===== config.mk =====
export PLATFORM = sky130hd
export DESIGN_NAME = thread_scheduler
export DESIGN_NICKNAME = d
export VERILOG_FILES = /design/src/rtl/thread_scheduler.sv
export SDC_FILE = /design/constraint.sdc
export NUM_CORES = 1
export LEC_CHECK = 0
export ABC_AREA = 1
export CAP_MARGIN = 20
export CORE_MARGIN = 2
export CORE_UTILIZATION = 50
export DETAILED_ROUTE_END_ITERATION = 10
export PLACE_DENSITY = 0.91
export SYNTH_ARGS = -nofsm -noshare
export SYNTH_HDL_FRONTEND = slang
export SYNTH_SLANG_ARGS = --single-unit

===== constraint.sdc =====
create_clock -name clk_i -period 5.3 [get_ports clk_i]
set_input_delay 1.06 -clock clk_i [delete_from_list [all_inputs] [get_ports clk_i]]
set_output_delay 1.06 -clock clk_i [all_outputs]
set_load 0.01 [all_outputs]

===== src/rtl/thread_scheduler.sv =====
// Round-robin fine-grained multithreading scheduler: picks the active thread, requests
// frontend context switches via valid/ready. Define THREAD_SCHED_SWITCH_CNT_EN for switch_count_o.
package thread_sched_pkg;
   typedef enum logic [1:0] {
      TS_HALTED  = 2'd0,
      TS_READY   = 2'd1,
      TS_BLOCKED = 2'd2,
      TS_WAITING = 2'd3
   } thread_status_t;
endpackage

module thread_scheduler
   import thread_sched_pkg::*;
#(
   parameter  int NUM_THREADS = 4,
   parameter  int QUANTUM     = 16,
   localparam int TW          = (NUM_THREADS > 1) ? $clog2(NUM_THREADS) : 1
) (
   input  logic                             clk_i,
   input  logic                             rst_ni,
   input  thread_status_t [NUM_THREADS-1:0] all_threads_status_i,
   input  logic                             switch_req_i,
   input  logic                             fetch_ready_i,
   output logic                             switch_valid_o,
   output logic [TW-1:0]                    next_thread_id_o,
   output logic [TW-1:0]                    active_thread_id_o,
   output logic                             idle_o,
   output logic [31:0]                      switch_count_o
);

   localparam int CW = $clog2(QUANTUM + 1);

   typedef enum logic [1:0] {ST_RUN, ST_SWITCH, ST_IDLE} state_t;

   state_t                 state_q;
   logic [CW-1:0]          cnt_q;
   logic [NUM_THREADS-1:0] rdy;
   logic                   act_rdy;
   logic                   sel_found;
   logic [TW-1:0]          sel_id;
   logic                   trigger;

   always_comb begin
      for (int i = 0; i < NUM_THREADS; i++) begin
         rdy[i] = (all_threads_status_i[i] == TS_READY);
      end
   end

   // Round-robin pick: the ready thread at the smallest forward distance from the
   // active one, where the active thread itself counts as the farthest (distance N).
   always_comb begin
      int best;
      int d;
      best      = NUM_THREADS + 1;
      d         = 0;
      sel_found = 1'b0;
      sel_id    = '0;
      act_rdy   = 1'b0;
      for (int i = 0; i < NUM_THREADS; i++) begin
         d = i - int'(active_thread_id_o);
         if (d <= 0) d = d + NUM_THREADS;
         if (rdy[i] && (d < best)) begin
            best      = d;
            sel_found = 1'b1;
            sel_id    = TW'(i);
         end
         if (TW'(i) == active_thread_id_o) act_rdy = rdy[i];
      end
   end

   assign trigger = (cnt_q == CW'(QUANTUM - 1)) || switch_req_i || !act_rdy;

   always_ff @(posedge clk_i or negedge rst_ni) begin
      if (!rst_ni) begin
         state_q            <= ST_RUN;
         active_thread_id_o <= '0;
         next_thread_id_o   <= '0;
         cnt_q              <= '0;
         switch_valid_o     <= 1'b0;
         idle_o             <= 1'b0;
      end else begin
         case (state_q)
            ST_RUN: begin
               if (trigger) begin
                  if (!sel_found) begin
                     idle_o  <= 1'b1;
                     state_q <= ST_IDLE;
                  end else if (sel_id == active_thread_id_o) begin
                     cnt_q <= '0;
                  end else begin
                     next_thread_id_o <= sel_id;
                     switch_valid_o   <= 1'b1;
                     state_q          <= ST_SWITCH;
                  end
               end else begin
                  cnt_q <= cnt_q + 1'b1;
               end
            end
            // Target is held until accepted even if it stops being ready; RUN re-selects.
            ST_SWITCH: begin
               if (fetch_ready_i) begin
                  active_thread_id_o <= next_thread_id_o;
                  cnt_q              <= '0;
                  switch_valid_o     <= 1'b0;
                  state_q            <= ST_RUN;
               end
            end
            ST_IDLE: begin
               if (sel_found) begin
                  idle_o <= 1'b0;
                  if (sel_id == active_thread_id_o) begin
                     cnt_q   <= '0;
                     state_q <= ST_RUN;
                  end else begin
                     next_thread_id_o <= sel_id;
                     switch_valid_o   <= 1'b1;
                     state_q          <= ST_SWITCH;
                  end
               end
            end
            default: state_q <= ST_RUN;
         endcase
      end
   end

`ifdef THREAD_SCHED_SWITCH_CNT_EN
   always_ff @(posedge clk_i or negedge rst_ni) begin
      if (!rst_ni) begin
         switch_count_o <= '0;
      end else if (switch_valid_o && fetch_ready_i && (switch_count_o != 32'hFFFF_FFFF)) begin
         switch_count_o <= switch_count_o + 32'd1;
      end
   end
`else
   assign switch_count_o = 32'd0;
`endif

endmodule


-- After elaboration in Yosys (flattened, before gate mapping)
Index checks and enable logic that the tools add are counted.
W data, S select, Z words.
- add/sub/neg operators: 9
- $lt $le $gt $ge: 8
- equality and inequality tests: 16
- multiplexer cells: 43
- reductions and logical operators: 17
- operators with widths (cell ; number):
    $mux W32 ; 7
    $lt A32 B32 Y1 ; 3
    $lt A32 B4 Y1 const B ; 1
    $add A3 B4 Y5 const B ; 4
    $mux W2 ; 10
    $mux W5 ; 4
    $mux W1 ; 17
    $pmux W5 S3 ; 1
    $le A3 B1 Y1 const B ; 4
    $eq A2 B1 Y1 const B ; 5
    $ne A2 B2 Y1 const B ; 4
    $reduce_and A4 Y1 ; 2
    $pmux W2 S3 ; 1
    $reduce_and A2 Y1 ; 3
    $sub A1 B2 Y3 const A ; 2
    $sub A2 B2 Y3 const A ; 2
    $add A5 B1 Y5 const B ; 1
    $eq A5 B4 Y1 const B ; 1
    $eq A2 B2 Y1 const A ; 2
    $logic_and A1 B1 Y1 ; 4
    $logic_not A2 Y1 ; 2
    $pmux W2 S2 ; 1
    $ne A3 B3 Y1 const B ; 1
    $pmux W1 S3 ; 1
    other kinds (9) ; 10
- bits in registers: 13
- output and inout bits: 38

-- Depth between registers and ports, before layout
- depth after elaboration: 20
- mapped depth: 35
- gate-level depth less buffers: 35

-- Least setup slack after synthesis
No wires, ideal clock.
- path kind: register to register
- start: register active_thread_id_o[0]
- end: register cnt_q[2]
- library setup time: 0.116 ns
- data arrival time: 3.507 ns
- setup slack: 1.677 ns
- cell stages (with the launch flop): 36
- path through: dfrtp_1 > inv_1 > ha_1 > nand2_1 > inv_1 > ha_1 > inv_1 > nor2_1 > nand2_1 > nand2_1 > nand2_2 > nand2_2 > nor2_1 > a21oi_1 > ha_1 > nand2_1 > nand2_1 > nand2_1 > nand2_1 > nand2_2 > nand2_4 > nand2_1 > o21ai_0 > ha_1 > nand2_1 > nand2_1 > nand2_1 > nand2_2 > nand2_1 > nand2_1 > nand2_2 > nand3_2 > nand2_1 > nand2_1 > nand2_1 > nand2_1
- cells in the longest elaborated chain, start to end: 20
- ends and longest elaborated chain (element ; RTL line ; source):
    start: declaration ; 26 ; output logic [TW-1:0] active_thread_id_o,
    start signal: assignment ; 102 ; active_thread_id_o <= next_thread_id_o;
    $sub A1 B2 Y3 ; 60 ; d = i - int'(active_thread_id_o);
    $add A3 B4 Y5 / $le A3 B1 Y1 (equally long branches) ; 61 ; if (d <= 0) d = d + NUM_THREADS;
    $mux W32 ; 61 ;
    $lt A32 B4 Y1 ; 62 ; if (rdy[i] && (d < best)) begin
    $logic_and A1 B1 Y1 ; 62 ;
    $mux W32 ; 62 ;
    $lt A32 B32 Y1 ; 62 ;
    $logic_and A1 B1 Y1 ; 62 ;
    [... 3 more ...] ; -- ;
    $mux W32 ; 62 ;
    $lt A32 B32 Y1 ; 62 ;
    $logic_and A1 B1 Y1 ; 62 ;
    $mux W2 ; 62 ;
    $eq A2 B2 Y1 ; 88, 111 ;
    $mux W5 (2 in a row) ; -- ;
    $mux W5 ; 84 ; if (trigger) begin
    $pmux W5 S3 (*) ; 82 ; case (state_q)
    end signal: assignment ; 96 ; cnt_q <= cnt_q + 1'b1;
    end: declaration ; 36 ; logic [CW-1:0] cnt_q;
Every way passes the cells marked *; elsewhere a longest branch is shown, timed or not.
A chain may end at the register's enable or synchronous reset.

-- Final worst setup path
- start: register active_thread_id_o[1]
- end: register cnt_q[2]
Same word-level chain as after synthesis.

==> impl_metrics.yaml <==
yosys:
  synth_top_area_share: 0.2083
  synth_top_family_by_area: "simple AND/OR/NAND/NOR gates"
  synth-seq-cells: 13
  synthFlopType: "dfrtp_1"
  synth_edf_count: 0
  yosysWarnings: 0
  async_reset_ff_frac: 1.000
  yosys-top-cells-area: "dfrtp_1 (21%), buf_4 (15%), nand2_1 (15%), ha_1 (14%), inv_1 (7.7%)"
  syn-cell-area_um2: 1561
  seq_area_frac_synth: 0.2083
  avgSynthCellArea_um2: 6.731
  synth_fa_ha_area_frac: 0.1362
  synth_top_cell_by_area: "dfrtp_1"
  synthMostInstantiatedCell: "nand2_1"
  synth_mux_area_frac: 0
  synth_common_cells: "nand2_1 (61), buf_4 (32), inv_1 (32), ha_1 (17)"
  yosys.area_share.simple: 0.3045
  synth_compound_area_frac: 0.09936
  synth_cell_type_count: 27
  synth-xor-area-share: 0.01122
  syn_inst: 232
clocking:
  root_buffer: "clkbuf_4"
  clock_latency_ns: 0.29
  ctsResizeCount: 0
  clock_path_buffers: 2
  clk_pin_slew_worst_paths_ns: 0.09
  cts_num_sinks: 13
  htree_levels: 1
  tritoncts: "built"
  postCtsHoldBufs: 0
  cts_setup_buffers: 0
  cts-buffers-inserted: 3
min_path:
  min_path_type: "reg -> reg"
  min_from: "cnt_q[4]"
  hold_depth: 2
  min_to: "cnt_q[4]"
route:
  drcViolationCount: 0
  routedWlPerCell_um: 10.21
  vias_per_cell: 4.846
  drt-initial-drc-count: 40
  dr.pass1.iters: 4
  wirelength_um: 2919
  antenna_left: 0
  num_vias: 1386
worst_setup_path:
  r2r_setup_slack_ns: 1.12
  rr_startpoint: "active_thread_id_o[1]"
  startpoint_type: "flop"
  cp_slowest_stage_delay_ns: 0.48
  critical_path_class: "reg -> reg"
  critPathMaxFanout: 8
  required_ns: 5.48
  critPathTopFamily: "simple AND/OR/NAND/NOR gates"
  crit_slowest_cell: "dfrtp_1"
  crit_buf_inv: 3
  cpMostUsedCell: "nand2_1"
  reg2reg_to: "cnt_q[2]"
  ff2ff_path_depth: 33
  end_kind: "flop"
  cp.arrival_ns: 4.36
sta:
  worst_pin_slew_ns: 0.6206
  slew_viol_final: 0
  relSlewSlack: 0.5850
  hold_ws_ns: 0.5161
  rsz0062_at_grt: "false"
  skew_ns: 0.007438
  fin_crit_ns: 4.182
  tns_ns: 0
  hold_viol: 0
  fmax_mhz: 239.1
  fin_crit_sh: 0.7891
  setup_viol: 0
layout:
  insertedDiodeCount: 0
  area_growth_pct: 7.612
  stdcell_count: 286
  n_fill_cell: 298
  layout.nets: 283
  drive_above_1_share: 0.08300
global_route:
  antenna_found_initial: 0
  grt_overflow: 0
  grt_pass1_wl_um: 4843
  first_global_vias: 1179
  grt_usage: 0.1744
  grt_max_degree: 14
pwr:
  power_mw: 0.7729
  ir_drop_v: 0.0002420
  powerDensity_nw_per_um2: 459.9
  p_leak_nw: 0.9750
die:
  die-area_um2: 3586
  die_w_um: 59.89
  initial_core_util: 0.5200
  fp.dieH_um: 59.89
  fp.coreArea_um2: 3003
  fp-row-count: 20
  io_pins: 50
place:
  port_buffers: 17
  place_congestion: 0.8927
  dp_hpwl_um: 2337
  place_inst: 282
flow_run:
  max_cap_violations: 0
status:
  status: "finished, final reports clean"
## worst min-delay path, stage by stage (launching register included)
cell	delay (ns)
dfrtp_1	0.37
nand2_1	0.06
nand2_1	0.05
## through the flow
| step | utilization | cell area (µm²) | setup WS [ns] |
|---|---|---|---|
| 2_1_floorplan | - | 1682 | 1.677 |
| 3_3_place_gp | 0.5504 | 1653 | 1.055 |
| 3_5_place_dp | 0.5504 | 1653 | 0.9114 |
| 4_1_cts | 0.5596 | 1680 | 1.130 |
| 5_1_grt | 0.5596 | 1680 | 0.6030 |
| 6_report | 0.5596 | 1680 | 1.118 |
## layout by cell type (no fill, tap or decap), types with 2 or more instances in the layout
cell type and instances:
conb_1 34, nand3_1 10, dfrtp_1 13, a21oi_1 11
nand2_2 9, o21ai_0 13, nand2_1 61, ha_1 17
clkbuf_4 3, inv_1 32, inv_2 2, xor2_1 2
nor2_1 13, clkdlybuf4s50_1 17, nand4_1 2
## worst max-delay path by stage
stage / depth (start not counted) / from / slack (ns) / to
3_5_place_dp: 29 / all_threads_status_i[0] / 0.91 / cnt_q[2]
3_3_place_gp: 30 / all_threads_status_i[0] / 1.06 / cnt_q[2]
6_report: 33 / active_thread_id_o[1] / 1.12 / cnt_q[2]
2_1_floorplan: 35 / active_thread_id_o[0] / 1.68 / cnt_q[2]
5_1_grt: 33 / active_thread_id_o[1] / 0.60 / cnt_q[3]
4_1_cts: 33 / active_thread_id_o[1] / 1.13 / cnt_q[2]
## state kept, by name, indices dropped and copies added, names as in the netlist
register	count
next_thread_id_o	2
cnt_q	5
switch_valid_o	1
active_thread_id_o	2
state_q	2
idle_o	1
## report_power, final
part / internal [mW] / total [mW] / switching (mW)
clock: 0.0280 / 0.0641 / 0.0361
combinational: 0.206 / 0.536 / 0.329
sequential: 0.134 / 0.173 / 0.0391
## kinds of logic (layout without fill, tap and decap cells)
| family | after synthesis | in the layout |
|---|---|---|
| AO/OA/AOI/OAI | 29 | 29 |
| other | 2 | 34 |
| flip-flops | 13 | 13 |
| AND/OR/NAND/NOR | 103 | 103 |
| XOR/XNOR | 2 | 2 |
| buffers and inverters | 66 | 55 |
| adder cells (fa/ha/maj) | 17 | 17 |
## per-layer routing
metal | GRT usage | up-vias | share of wire
met5 | 0 | - | 0
met2 | 0.2904 | 60 | 0.46
met1 | 0.2155 | 612 | 0.46
li1 | - | 708 | -
met4 | 0.08254 | 0 | 0.017
met3 | 0.03247 | 6 | 0.063
## final cells by class
cell class / instances / area, µm² / area share
Multi-Input combinational cell: 185 / 988.4 / 0.5882
Tap cell: 33 / 41.29 / 0.02457
Clock buffer: 3 / 22.52 / 0.01340
Inverter: 34 / 127.6 / 0.07595
Sequential cell: 13 / 325.3 / 0.1936
Timing Repair Buffer: 17 / 170.2 / 0.1013
Clock inverter: 1 / 5.005 / 0.002978
Power figures use the tool's default switching activity.
==> RTL change 1: new RTL, same settings <==
Set the parameter `NUM_THREADS` to 8 (it was 4).
--- a/src/rtl/thread_scheduler.sv
+++ b/src/rtl/thread_scheduler.sv
@@ -13,5 +13,5 @@
    import thread_sched_pkg::*;
 #(
-   parameter  int NUM_THREADS = 4,
+   parameter  int NUM_THREADS = 8,
    parameter  int QUANTUM     = 16,
    localparam int TW          = (NUM_THREADS > 1) ? $clog2(NUM_THREADS) : 1
Ports: changed (resized active_thread_id_o, all_threads_status_i and next_thread_id_o); port bits go from 50 to 60. No check against the original RTL was run, so the function may have changed too.
==> RTL change 1 against the original RTL <==
  * The run now ends with negative setup slack left
  * Routed wire length grew to 3.6 times the old value
  * Setup slack got worse by 4.3 ns
  * Power rose to 3.6 times the old value
  * Sequential share of layout area decreased by 11 points
  * Area after synthesis grew 83%
  * Sequential cell count grew 2
  * Cell area grew to 2.6 times the old value
  * Non-clock buffer count up 114
  * Critical path depth up 43
  * Global-route usage is 13 points higher
==> RTL change 1: results (changes against the original RTL) <==
drt:
  firstDrtPassIters: 7  # was 4
  vias_per_cell: 5.53  # was 4.85
  totalWireLength_um: 10500  # was 2920 µm
  initialDrtViolationCount: 449  # was 40
worst_setup_path:
  cp_slowest_cell: "dfrtp_2"  # was dfrtp_1
  r2r_cells: 76  # was 33
  critPathTopFamily: "simple AND/OR/NAND/NOR gates"  # unchanged
  arrival_ns: 8.61  # was 4.36 ns
  crit_fanout: 6  # was 8
  critPathMaxStageDelay_ns: 0.38  # was 0.48 ns
synth:
  synth_common_cells: "nand2_1, inv_1, nand3_1, ha_1, buf_4"  # was nand2_1, buf_4, inv_1, ha_1
  ys_warn_count: 0  # unchanged
  ys.flop_type: "dfrtp_1"  # unchanged
  yosys-top-cells-area: "nand2_1, ha_1, dfrtp_1"  # was dfrtp_1, buf_4, nand2_1
  synth_cell_types: 33  # was 27
  synthArstFlopShare: 1.00  # unchanged
  seq_area_frac_synth: 0.131  # was 0.208
  synth_cells: 471  # was 232
timing:
  clock_skew_ns: 0.00654  # was 0.00744 ns
  tns_ns: -36.85  # was 0 ns
  relSlewSlack: 0.414  # was 0.585
  layout_setup_ws_ns: -3.17  # was 1.12 ns
  final-setup-viol-count: 12  # was 0
clock_network:
  insertion_delay_ns: 0.26  # was 0.29 ns
  cts_buffer_depth: 2  # unchanged
  cts-buffers-inserted: 3  # unchanged
  cts_root_buf: "clkbuf_8"  # was clkbuf_4
  cts.clk_slew.worst_paths_ns: 0.06  # was 0.09 ns
  cts.htree.levels: 1  # unchanged
finish:
  layout.nets: 667  # was 283
  n_antenna_cell: 0  # unchanged
  area_delta_synth_final_pct: 51.7  # was 7.61%
  top_regs: "cnt_q: 5 flops, active_thread_id_o: 3 flops, next_thread_id_o: 3 flops"
  drive_gt1_frac: 0.373  # was 0.0830
  fillerInstances: 328  # was 298
  stdcell_count: 678  # was 286
outcome:
  status: "complete, but fails checks"  # was finished clean
  violations: "negative setup slack"
place:
  hpwlAfterDp_um: 6450  # was 2340 µm
  dp.cells: 650  # was 282
  place_ws_ns: -3.66  # was 0.911 ns
  port_buffers: 27  # was 17
  gp_congestion: 0.936  # was 0.893
  postPlaceCellArea_um2: 3800  # was 1650 µm²
global_route:
  globalRouteTotalUtil: 0.300  # was 0.174
  grt_pass1_vias: 3551  # was 1,179
  grt_max_degree: 16  # was 14
  grt_first_pass_wirelength_um: 15300  # was 4840 µm
pwr:
  ir_drop_mv: 0.539  # was 0.242 mV
  power.leakage_nw: 2.44  # was 0.975 nW
[RTL change 1: cell families after synthesis]
family                   count (synthesis)  synth area share
AND/OR/NAND/NOR                        245             0.383
other                                    2           0.00263
XOR/XNOR                                 3           0.00920
AO/OA/AOI/OAI                           58             0.114
adder cells (fa/ha/maj)                 40             0.175
flip-flops                              15             0.131
buffers and inverters                  108             0.185
[RTL change 1: cell type report]
class                      instances  share of cell area
clock buffer                       4              0.0104
multi-input combinational        384               0.574
inverter                          72              0.0644
sequential                        15              0.0872
timing repair buffer             131               0.244
tap                               72              0.0208
[RTL change 1: final timing paths]
| kind | from | endpoint | slack (ns) |
|---|---|---|---|
| max | active_thread_id_o[1] | cnt_q[1] | -3.17 |
| min | switch_valid_o | switch_valid_o | 0.52 |
| max reg2reg | active_thread_id_o[1] | cnt_q[1] | -3.17 |
| min reg2reg | switch_valid_o | switch_valid_o | 0.52 |
| max in group asynchronous | rst_ni | active_thread_id_o[1] | 3.55 |
| min in group asynchronous | rst_ni | cnt_q[1] | 1.23 |
[RTL change 1: routing by layer]
layer / vias to the layer above / track usage / wire length, µm
met5: - / 0 / 0
met2: 264 / 0.559 / 5190
met3: 87 / 0.0351 / 848
met4: 0 / 0.147 / 667
li1: 1702 / - / -
met1: 1697 / 0.333 / 3840
[RTL change 1: power breakdown]
part | switching, mW | internal (mW)
sequential | 0.0356 | 0.158
combinational | 1.40 | 1.12
clock | 0.0432 | 0.0535
[RTL change 1: repair_timing]
item	in CTS	in global routing
endpoints found under the setup margin	12	12
pin swaps	28	66
buffers inserted	14	11
resized for setup	40	54
==> RTL change 2: new RTL, config.mk and constraints unchanged <==
Made on the original files. Add an input register stage for `switch_req_i`, without a reset; this delays it by one clock. The other inputs are not delayed to match.
--- a/src/rtl/thread_scheduler.sv
+++ b/src/rtl/thread_scheduler.sv
@@ -32,4 +32,10 @@
 
    typedef enum logic [1:0] {ST_RUN, ST_SWITCH, ST_IDLE} state_t;
+
+   logic switch_req_q;
+
+   always_ff @(posedge clk_i) begin
+      switch_req_q <= switch_req_i;
+   end
 
    state_t                 state_q;
@@ -69,5 +75,5 @@
    end
 
-   assign trigger = (cnt_q == CW'(QUANTUM - 1)) || switch_req_i || !act_rdy;
+   assign trigger = (cnt_q == CW'(QUANTUM - 1)) || switch_req_q || !act_rdy;
 
    always_ff @(posedge clk_i or negedge rst_ni) begin
Function: changed (a bounded check fails within 4 cycles, from zero or initial values and one cycle with rst_ni low).
==> RTL change 2 against the original RTL <==
  * Setup slack gained 0.11 ns
  * Power grew 4.1%
  * Area after synthesis grew 1.4%
  * Combinational power grew 0.9%
  * Routed wire length shrank 0.10%
  * Non-clock buffer count is the same
  * Clock power grew 24%
  * Synthesized cell count shrank 0.43%
  * Cell area grew 2.7%
  * Final cell count grew 3.5%
  * Sequential cell count grew 1
  * Critical path type is now in -> reg
==> RTL change 2: results (changes against the original RTL) <==
place:
  hpwlAfterDp_um: 2340  # about the same
  gp_congestion: 0.855  # was 0.893
finish:
  layout.nets: 282  # was 283
  top_register: "cnt_q"  # unchanged
  largest_reg_flops: 5  # unchanged
  drive_gt1_frac: 0.0833  # was 0.0830
global_route:
  grt_pass1_vias: 1170  # was 1,179
  globalRouteTotalUtil: 0.168  # was 0.174
  antenna_found_initial: 0  # unchanged
  grt_first_pass_wirelength_um: 4690  # was 4840 µm
pwr:
  p_int_mw: 0.394  # was 0.368 mW
  power.leakage_nw: 0.984  # was 0.975 nW
  ir_drop_mv: 0.341  # was 0.242 mV
worst_setup_path:
  cp_slowest_cell: "clkdlybuf4s50_1"  # was dfrtp_1
  critPathMaxStageDelay_ns: 0.46  # was 0.48 ns
  arrival_ns: 4.25  # was 4.36 ns
  crit_fanout: 8  # unchanged
synth:
  seq_area_frac_synth: 0.218  # was 0.208
  synth_common_cells: "nand2_1, buf_4, inv_1, ha_1, nor2_1"  # was nand2_1, buf_4, inv_1, ha_1
  synth_cell_types: 29  # was 27
  synthArstFlopShare: 0.929  # was 1.00
  yosys-top-cells-area: "dfrtp_1, buf_4, nand2_1"  # unchanged
drt:
  vias_per_cell: 4.61  # was 4.85
  totalWireLength_um: 2920  # about the same
  firstDrtPassIters: 5  # was 4
  initialDrtViolationCount: 43  # was 40
clock_network:
  postCtsSetupRepairBufs: 0  # unchanged
  cts_buffer_depth: 2  # unchanged
  cts_root_buf: "clkbuf_4"  # unchanged
  cts.clk_slew.worst_paths_ns: 0.09  # about the same
outcome:
  status: "finished clean"  # unchanged
timing:
  relSlewSlack: 0.576  # was 0.585
  clock_skew_ns: 0.00496  # was 0.00744 ns
[RTL change 2: cell types whose count changed in the layout (fill, tap and decap cells not counted), sizes merged, moves of 2 or more]
cell / before / now
nand3: 11 / 13
nor2: 14 / 17
o21ai: 14 / 12
nand2: 71 / 67
[RTL change 2: power by group through the flow]
stage	clock [mW]	combinational [mW]	sequential, mW
global placement	0	0.513	0.186
finish	0.0793	0.541	0.184
detailed placement	0	0.534	0.186
CTS	0.0796	0.541	0.184
floorplan	0	0.408	0.189
global route	0.0851	0.626	0.190
[RTL change 2: critical path: cells and delay by family]
family | cells | cell delay (ns)
compound gates | 2 | 0.40
fa+ha+maj | 2 | 0.52
buf+inv | 3 | 0.62
simple gates | 23 | 1.62
[RTL change 2: metrics by stage]
stage               cell area [µm²]  instances  setup slack, ns  hold slack, ns  power (mW)
floorplan                      1700        263             1.65           0.471       0.596
global placement               1690        292             1.04           0.488       0.699
detailed placement             1690        292            0.946           0.491       0.720
CTS                            1730        296             1.23           0.521       0.804
global route                   1730        296            0.716           0.542       0.900
finish                         1730        296             1.23           0.516       0.805
[RTL change 2: layout make-up]
class / instances / area (µm²)
well taps: 44 / 55.1
fillers: 291 / 1300
flip-flops and latches: 14 / 345
inverters: 33 / 124
multi-input cells: 184 / 995
repair buffers: 17 / 170
clock buffers: 4 / 36.3
[RTL change 2: cell families (layout without fill, tap and decap cells)]
group	after synthesis	after routing	share of synthesized area
simple gates	102	102	0.299
xor+xnor	2	2	0.0111
compound gates	29	29	0.103
buf+inv	65	54	0.230
flops	14	14	0.218
other cells	2	34	0.00474
fa+ha+maj	17	17	0.134
[RTL change 2: path summary, 6_finish.rpt]
path	start	to	slack, ns	cells after the start
min reg2reg	idle_o	idle_o	0.52	2
min	idle_o	idle_o	0.52	2
max reg2reg	active_thread_id_o[0]	cnt_q[1]	1.25	33
min in group asynchronous	rst_ni	cnt_q[1]	1.16	1
max in group asynchronous	rst_ni	active_thread_id_o[0]	3.73	1
max	all_threads_status_i[0]	cnt_q[1]	1.23	30
[RTL change 2: metal layers]
metal	global-route usage	vias to the layer above	wire [µm]
met4	0.0571	0	31
met3	0.0173	4	163
met1	0.203	609	1300
li1	-	702	-
met2	0.306	49	1420
met5	0	-	0
